--- config.mk ---
export PLATFORM = sky130hd
export DESIGN_NAME = booth_mul_sequencer
export DESIGN_NICKNAME = d
export VERILOG_FILES = /design/src/rtl/booth_pkg.sv /design/src/rtl/booth_res_fifo.sv /design/src/rtl/booth_mul_sequencer.sv
export SDC_FILE = /design/constraint.sdc
export NUM_CORES = 1
export LEC_CHECK = 0
export BUFFER_PORTS_ARGS = -buffer_cell sky130_fd_sc_hd__buf_2
export CAP_MARGIN = 10
export CORE_MARGIN = 8
export CORE_UTILIZATION = 45
export DETAILED_ROUTE_END_ITERATION = 8
export PLACE_DENSITY = 0.71
export SYNTH_ARGS = -nofsm -noshare
export SYNTH_HDL_FRONTEND = slang
export SYNTH_SLANG_ARGS = --single-unit
--- constraint.sdc ---
create_clock -name clk -period 2.08 [get_ports clk]
set_input_delay 0.312 -clock clk [delete_from_list [all_inputs] [get_ports clk]]
set_output_delay 0.312 -clock clk [all_outputs]
set_load 0.1 [all_outputs]
--- src/rtl/booth_pkg.sv ---
// Shared definitions for the Booth multiplier issue/collect sequencer:
// FSM state encoding, default operand width, derived cycle budgets and
// the layout of one result FIFO entry.
package booth_pkg;

  // Default operand width; the product is twice as wide.
  localparam int N_DEFAULT = 4;

  // Sequencer states. The 3-bit encoding is fixed so that debug taps and
  // waveforms stay comparable across operand widths.
  typedef enum logic [2:0] {
    ST_SETTLE = 3'd0,
    ST_IDLE   = 3'd1,
    ST_START  = 3'd2,
    ST_WAIT   = 3'd3,
    ST_DRAIN  = 3'd4
  } seq_state_t;

  // Cycles spent in WAIT without a done rising edge before the op is aborted.
  function automatic int timeout_cycles(input int n);
    return 4 * n + 8;
  endfunction

  // Post-reset cycles before operands are accepted; the multiplier has no
  // reset of its own and needs this long to flush any half-finished run.
  function automatic int settle_cycles(input int n);
    return 2 * n + 4;
  endfunction

  function automatic int max_int(input int a, input int b);
    return (a > b) ? a : b;
  endfunction

  // Result entry layout: {err, product[2N-1:0]}, err in the MSB.
  function automatic int entry_width(input int n);
    return 2 * n + 1;
  endfunction

  // Pointer width for a FIFO of the given depth (at least one bit).
  function automatic int ptr_width(input int depth);
    return (depth > 1) ? $clog2(depth) : 1;
  endfunction

endpackage

--- src/rtl/booth_res_fifo.sv ---
// Small registered result FIFO with a first-word-fall-through head.
// Push when full and pop when empty are ignored.
module booth_res_fifo
  import booth_pkg::*;
#(
  parameter int WIDTH = 9,
  parameter int DEPTH = 2
) (
  input  logic                       clk,
  input  logic                       rst_n,
  input  logic                       push,
  input  logic [WIDTH-1:0]           din,
  output logic                       full,
  input  logic                       pop,
  output logic [WIDTH-1:0]           dout,
  output logic                       empty,
  output logic [$clog2(DEPTH+1)-1:0] count
);

  localparam int PW = ptr_width(DEPTH);
  localparam int CW = $clog2(DEPTH + 1);

  logic [WIDTH-1:0] mem_reg [DEPTH];
  logic [PW-1:0]    wr_ptr_reg;
  logic [PW-1:0]    rd_ptr_reg;
  logic [CW-1:0]    count_reg;
  logic             push_en;
  logic             pop_en;

  // Pointers wrap explicitly so non-power-of-two depths work too.
  function automatic logic [PW-1:0] ptr_inc(input logic [PW-1:0] p);
    return (p == PW'(DEPTH - 1)) ? '0 : p + 1'b1;
  endfunction

  assign full    = (count_reg == CW'(DEPTH));
  assign empty   = (count_reg == '0);
  assign push_en = push & ~full;
  assign pop_en  = pop & ~empty;
  assign dout    = mem_reg[rd_ptr_reg];
  assign count   = count_reg;

  // Entry storage; contents need no reset because count gates visibility.
  always_ff @(posedge clk) begin
    if (push_en) begin
      mem_reg[wr_ptr_reg] <= din;
    end
  end

  // Pointer and occupancy bookkeeping; simultaneous push+pop keeps count.
  always_ff @(posedge clk) begin
    if (!rst_n) begin
      wr_ptr_reg <= '0;
      rd_ptr_reg <= '0;
      count_reg  <= '0;
    end else begin
      if (push_en) begin
        wr_ptr_reg <= ptr_inc(wr_ptr_reg);
      end
      if (pop_en) begin
        rd_ptr_reg <= ptr_inc(rd_ptr_reg);
      end
      if (push_en && !pop_en) begin
        count_reg <= count_reg + 1'b1;
      end else if (!push_en && pop_en) begin
        count_reg <= count_reg - 1'b1;
      end
    end
  end

endmodule

--- src/rtl/booth_mul_sequencer.sv ---
// Issue/collect stage in front of the Booth multiplier. Turns the raw
// start/done handshake into a valid/ready operand port and a result
// stream, one multiply in flight at a time, with a timeout abort.
module booth_mul_sequencer
  import booth_pkg::*;
#(
  parameter int N          = N_DEFAULT,
  parameter int TIMEOUT    = timeout_cycles(N),
  parameter int SETTLE     = settle_cycles(N),
  parameter int FIFO_DEPTH = 2
) (
  input  logic           clk,
  input  logic           rst_n,
  input  logic           op_valid,
  output logic           op_ready,
  input  logic [N-1:0]   op_m,
  input  logic [N-1:0]   op_q,
  output logic           mul_start,
  output logic [N-1:0]   mul_m,
  output logic [N-1:0]   mul_q,
  input  logic [2*N-1:0] mul_product,
  input  logic           mul_done,
  output logic           res_valid,
  input  logic           res_ready,
  output logic [2*N-1:0] res_data,
  output logic           res_err,
  output logic           busy
);

  localparam int CNT_W = $clog2(max_int(TIMEOUT, SETTLE) + 1);
  localparam int EW    = entry_width(N);
  localparam int FCW   = $clog2(FIFO_DEPTH + 1);

  seq_state_t       state_reg;
  seq_state_t       state_next;
  logic [CNT_W-1:0] cnt_reg;
  logic [CNT_W-1:0] cnt_next;
  logic             done_d_reg;
  logic [N-1:0]     m_reg;
  logic [N-1:0]     q_reg;

  logic             done_rise;
  logic             timeout_hit;
  logic             load_ops;
  logic             push;
  logic             push_err;
  logic             start_pulse;
  logic             accept_ok;
  logic [EW-1:0]    push_entry;

  logic             fifo_full;
  logic             fifo_empty;
  logic [EW-1:0]    fifo_dout;
  logic [FCW-1:0]   fifo_count;

  assign done_rise   = mul_done & ~done_d_reg;
  assign timeout_hit = (cnt_reg == CNT_W'(TIMEOUT - 1));
  assign accept_ok   = (fifo_count < FCW'(FIFO_DEPTH));

  // Next-state, counter and datapath strobes; defaults hold everything.
  always_comb begin
    state_next  = state_reg;
    cnt_next    = cnt_reg;
    load_ops    = 1'b0;
    push        = 1'b0;
    push_err    = 1'b0;
    start_pulse = 1'b0;
    op_ready    = 1'b0;
    unique case (state_reg)
      ST_SETTLE: begin
        if (cnt_reg == CNT_W'(SETTLE - 1)) begin
          state_next = ST_IDLE;
          cnt_next   = '0;
        end else begin
          cnt_next = cnt_reg + 1'b1;
        end
      end
      ST_IDLE: begin
        op_ready = accept_ok;
        if (op_valid && accept_ok) begin
          load_ops   = 1'b1;
          state_next = ST_START;
        end
      end
      ST_START: begin
        start_pulse = 1'b1;
        cnt_next    = '0;
        state_next  = ST_WAIT;
      end
      ST_WAIT: begin
        cnt_next = cnt_reg + 1'b1;
        // A done edge on the last allowed cycle still counts as success.
        if (done_rise) begin
          push       = 1'b1;
          state_next = ST_DRAIN;
        end else if (timeout_hit) begin
          push       = 1'b1;
          push_err   = 1'b1;
          state_next = ST_DRAIN;
        end
      end
      ST_DRAIN: begin
        // Hold off the next start until a level-style done has dropped.
        if (!mul_done) begin
          state_next = ST_IDLE;
        end
      end
      default: begin
        state_next = ST_SETTLE;
        cnt_next   = '0;
      end
    endcase
  end

  // State, counter and done-history registers.
  always_ff @(posedge clk) begin
    if (!rst_n) begin
      state_reg  <= ST_SETTLE;
      cnt_reg    <= '0;
      done_d_reg <= 1'b0;
    end else begin
      state_reg  <= state_next;
      cnt_reg    <= cnt_next;
      done_d_reg <= mul_done;
    end
  end

  // Operand holding registers, stable for the whole multiply.
  always_ff @(posedge clk) begin
    if (!rst_n) begin
      m_reg <= '0;
      q_reg <= '0;
    end else if (load_ops) begin
      m_reg <= op_m;
      q_reg <= op_q;
    end
  end

  // Aborted ops carry a zero product so consumers never see stale data.
  assign push_entry = push_err ? {1'b1, {(2*N){1'b0}}} : {1'b0, mul_product};

  booth_res_fifo #(
    .WIDTH (EW),
    .DEPTH (FIFO_DEPTH)
  ) u_res_fifo (
    .clk   (clk),
    .rst_n (rst_n),
    .push  (push & ~fifo_full),
    .din   (push_entry),
    .full  (fifo_full),
    .pop   (res_ready),
    .dout  (fifo_dout),
    .empty (fifo_empty),
    .count (fifo_count)
  );

  assign mul_start = start_pulse;
  assign mul_m     = m_reg;
  assign mul_q     = q_reg;
  assign busy      = (state_reg != ST_IDLE);
  assign res_valid = ~fifo_empty;
  assign res_err   = res_valid & fifo_dout[EW-1];
  assign res_data  = res_valid ? fifo_dout[2*N-1:0] : '0;

endmodule

==> metrics.cfg <==
[clocking]
cts_tree = yes
clk-insertion-delay-late_ns = 0.29
clkTransAtPathRegs_ns = 0.08
postCtsSetupRepairBufs = 0
clkSinkCount = 40
cts_root_buf = clkbuf_8
numCtsBuffers = 5
clk_path_buf_depth = 2
ctsHoldBuffers = 0
h-tree-depth = 2

[setup_path]
cp.arrival_ns = 2.15
worst_setup_path_start_kind = flop
path_class = reg2reg
cpPeakStageDelay_ns = 0.37
path_cells = ha_1 > nand4b_4 > a221oi_4 > ha_1 > or3_1 > a21oi_1
cpMostUsedCell = ha_1
required_ns = 2.29
cp-end-kind = flop
slowest_stage = dfxtp_1
crit_fanout = 4

[global_routing]
grtUsageMet2 = 0.2212
busiest_layer = met2
grt_use_met1 = 0.1457
grt_pass1_wl_um = 6665
gr-usage-met3 = 0.03201
grt_overflow_total = 0
antenna_found_initial = 0
track_usage = 0.1272
grt_pass1_vias = 1429
grt_max_degree = 20

[die]
die_area_sq_um = 6618
die_w_um = 81.35
io_pins = 42
core_area_sq_um = 4058
row_count = 23
die_y_um = 81.35
start_util = 0.4736

[place]
gp_congestion = 0.7664
port-buffer-count = 41
hpwl_um = 3052

[routing]
vias = 1494
firstDrtPassIters = 4
vias_per_cell = 5.298
post_drt_wl_per_cell_um = 14.37
drcViolationCount = 0
wirelength_um = 4053
drtAntennaViolNets = 0
drt_first_iter_violations = 67

[power_and_ir_drop]
vdd_drop_max_v = 0.0003663
p_leak_nw = 0.9698
p_per_area_nw_per_um2 = 780.9

[min_path]
hp-class = in2reg

[cells_and_area]
area_growth_pct = 23.63
drive_gt1_frac = 0.3319
final_nets = 254
final_common_cell = buf_2
mostFrequentLayoutCells = buf_2 (40), dfxtp_1 (22), edfxtp_1 (18)
diodes = 0
largest_reg_flops = 18

[timing]
finalSetupViolCount = 0
rsz0062_at_grt = false
max_slew_margin = 0.6591
setup_tns_ns = 0
tightest_slew_ns = 0.5107
timing.fmax_mhz = 516.1
finalCriticalPeriod_ns = 1.938
slew_violations = 0
hold_violations = 0
whs_ns = 0.2650
finClkSkew_ns = 0.004083
fin_crit_sh = 0.9315

[yosys]
synth_top_cell_by_area = edfxtp_1
synth_compound_area_frac = 0.1400
synth_area_leaders = edfxtp_1 (28%), dfxtp_1 (23%), mux2i_1 (5.2%), nor2b_1 (3.9%), a21oi_1 (3.1%)
ys_warn_count = 0
synthAdderAreaFrac = 0.01823
netlist-cell-type-count = 44
synth_top_area_share = 0.2813
syn_inst = 179
ys_seq_elements = 40
synth_xor_xnor_area_share = 0.02734
ys_seq_area_frac = 0.5104
syn_area_sq_um = 1922
synthMuxAreaShare = 0.05208
synth-simple-area-share = 0.2142
syn_nets = 202
synth_top_family_by_area = simple AND/OR/NAND/NOR gates
postSynthAreaPerCell_sq_um = 10.74

[status]
outcome = finished, final reports clean

[job]
maxCapViolations = 0

[where the power goes]
group / switching (mW) / total (mW) / leakage (nW) / internal [mW]
Sequential: 0.0283 / 0.864 / 0.340 / 0.835
Combinational: 0.280 / 0.372 / 0.575 / 0.0914
Clock: 0.265 / 0.620 / 0.0541 / 0.355
Total: 0.574 / 1.86 / 0.970 / 1.28
[synthesized netlist by cell type, drive strengths merged]
master / count
a211o: 1
a21bo: 1
a21boi: 1
a21oi: 12
a221oi: 5
a22oi: 2
a32oi: 1
and2: 2
and3: 2
and4b: 1
buf: 7
clkbuf: 1
dfxtp: 22
edfxtp: 18
ha: 2
inv: 6
maj3: 1
mux2i: 10
nand2: 1
nand2b: 6
nand3: 10
nand3b: 2
nand4: 3
nand4b: 1
nand4bb: 1
nor2: 17
nor2b: 12
nor3: 4
nor3b: 3
o211ai: 2
o21a: 1
o21ai: 13
o311a: 1
or3: 1
xnor2: 1
xor2: 5
[routing by layer]
metal / vias to the layer above / routed length [um]
met5: - / 0
met2: 22 / 2126
li1: 758 / -
met3: 5 / 165
met1: 709 / 1716
met4: 0 / 45
[kinds of logic after synthesis]
family          after synthesis
simple gates                 66
compound gates               40
flops                        40
buf+inv                      14
mux                          10
xor+xnor                      6
fa+ha+maj                     3
[path summary, 6_finish.rpt]
check,from,to,slack [ns],cells after the start
hold / removal,mul_done,done_d_reg$_SDFF_PN0_,0.26,2
hold reg to reg,mul_m[1]$_SDFFE_PN0P_,mul_m[1]$_SDFFE_PN0P_,0.48,2
setup / recovery,cnt_reg[1]$_SDFFE_PN0N_,u_res_fifo.count[1]$_SDFFE_PN0P_,0.14,6
setup reg to reg,cnt_reg[1]$_SDFFE_PN0N_,u_res_fifo.count[1]$_SDFFE_PN0P_,0.14,6
[timing repair]
item                                   in CTS  in global routing
gates resized for setup                     1                  0
pin swaps                                   0                  1
endpoints found under the hold margin       0                  0
setup endpoints to repair                   7                  1
[per-stage QoR]
stage,setup WS (ns),utilization,power (mW),cells,cell area [sq um]
2_1_floorplan,-0.1825,-,1.177,179,1939
3_3_place_gp,0.2200,0.5575,1.250,274,2262
3_5_place_dp,0.1176,0.5575,1.255,274,2262
4_1_cts,0.09803,0.5856,1.875,282,2376
5_1_grt,0.007697,0.5856,1.938,282,2376
6_report,0.1424,0.5856,1.855,282,2376
[critical path: cells and delay by family, from the launching register on]
family | cells | cell delay, ns
AO/OA/AOI/OAI | 2 | 0.47
AND/OR/NAND/NOR | 2 | 0.48
adder cells (fa/ha/maj) | 2 | 0.54
flip-flops | 1 | 0.37
[area by class of cell]
type / count / area [sq um]
sequential: 40 / 980.9
clock buffer: 5 / 68.82
timing repair buffer: 53 / 310.3
inverter: 6 / 22.52
multi-input combinational: 125 / 888.4
fill: 369 / 1682
tap: 50 / 62.56
clock inverter: 3 / 42.54
Power figures use the tool's default switching activity.
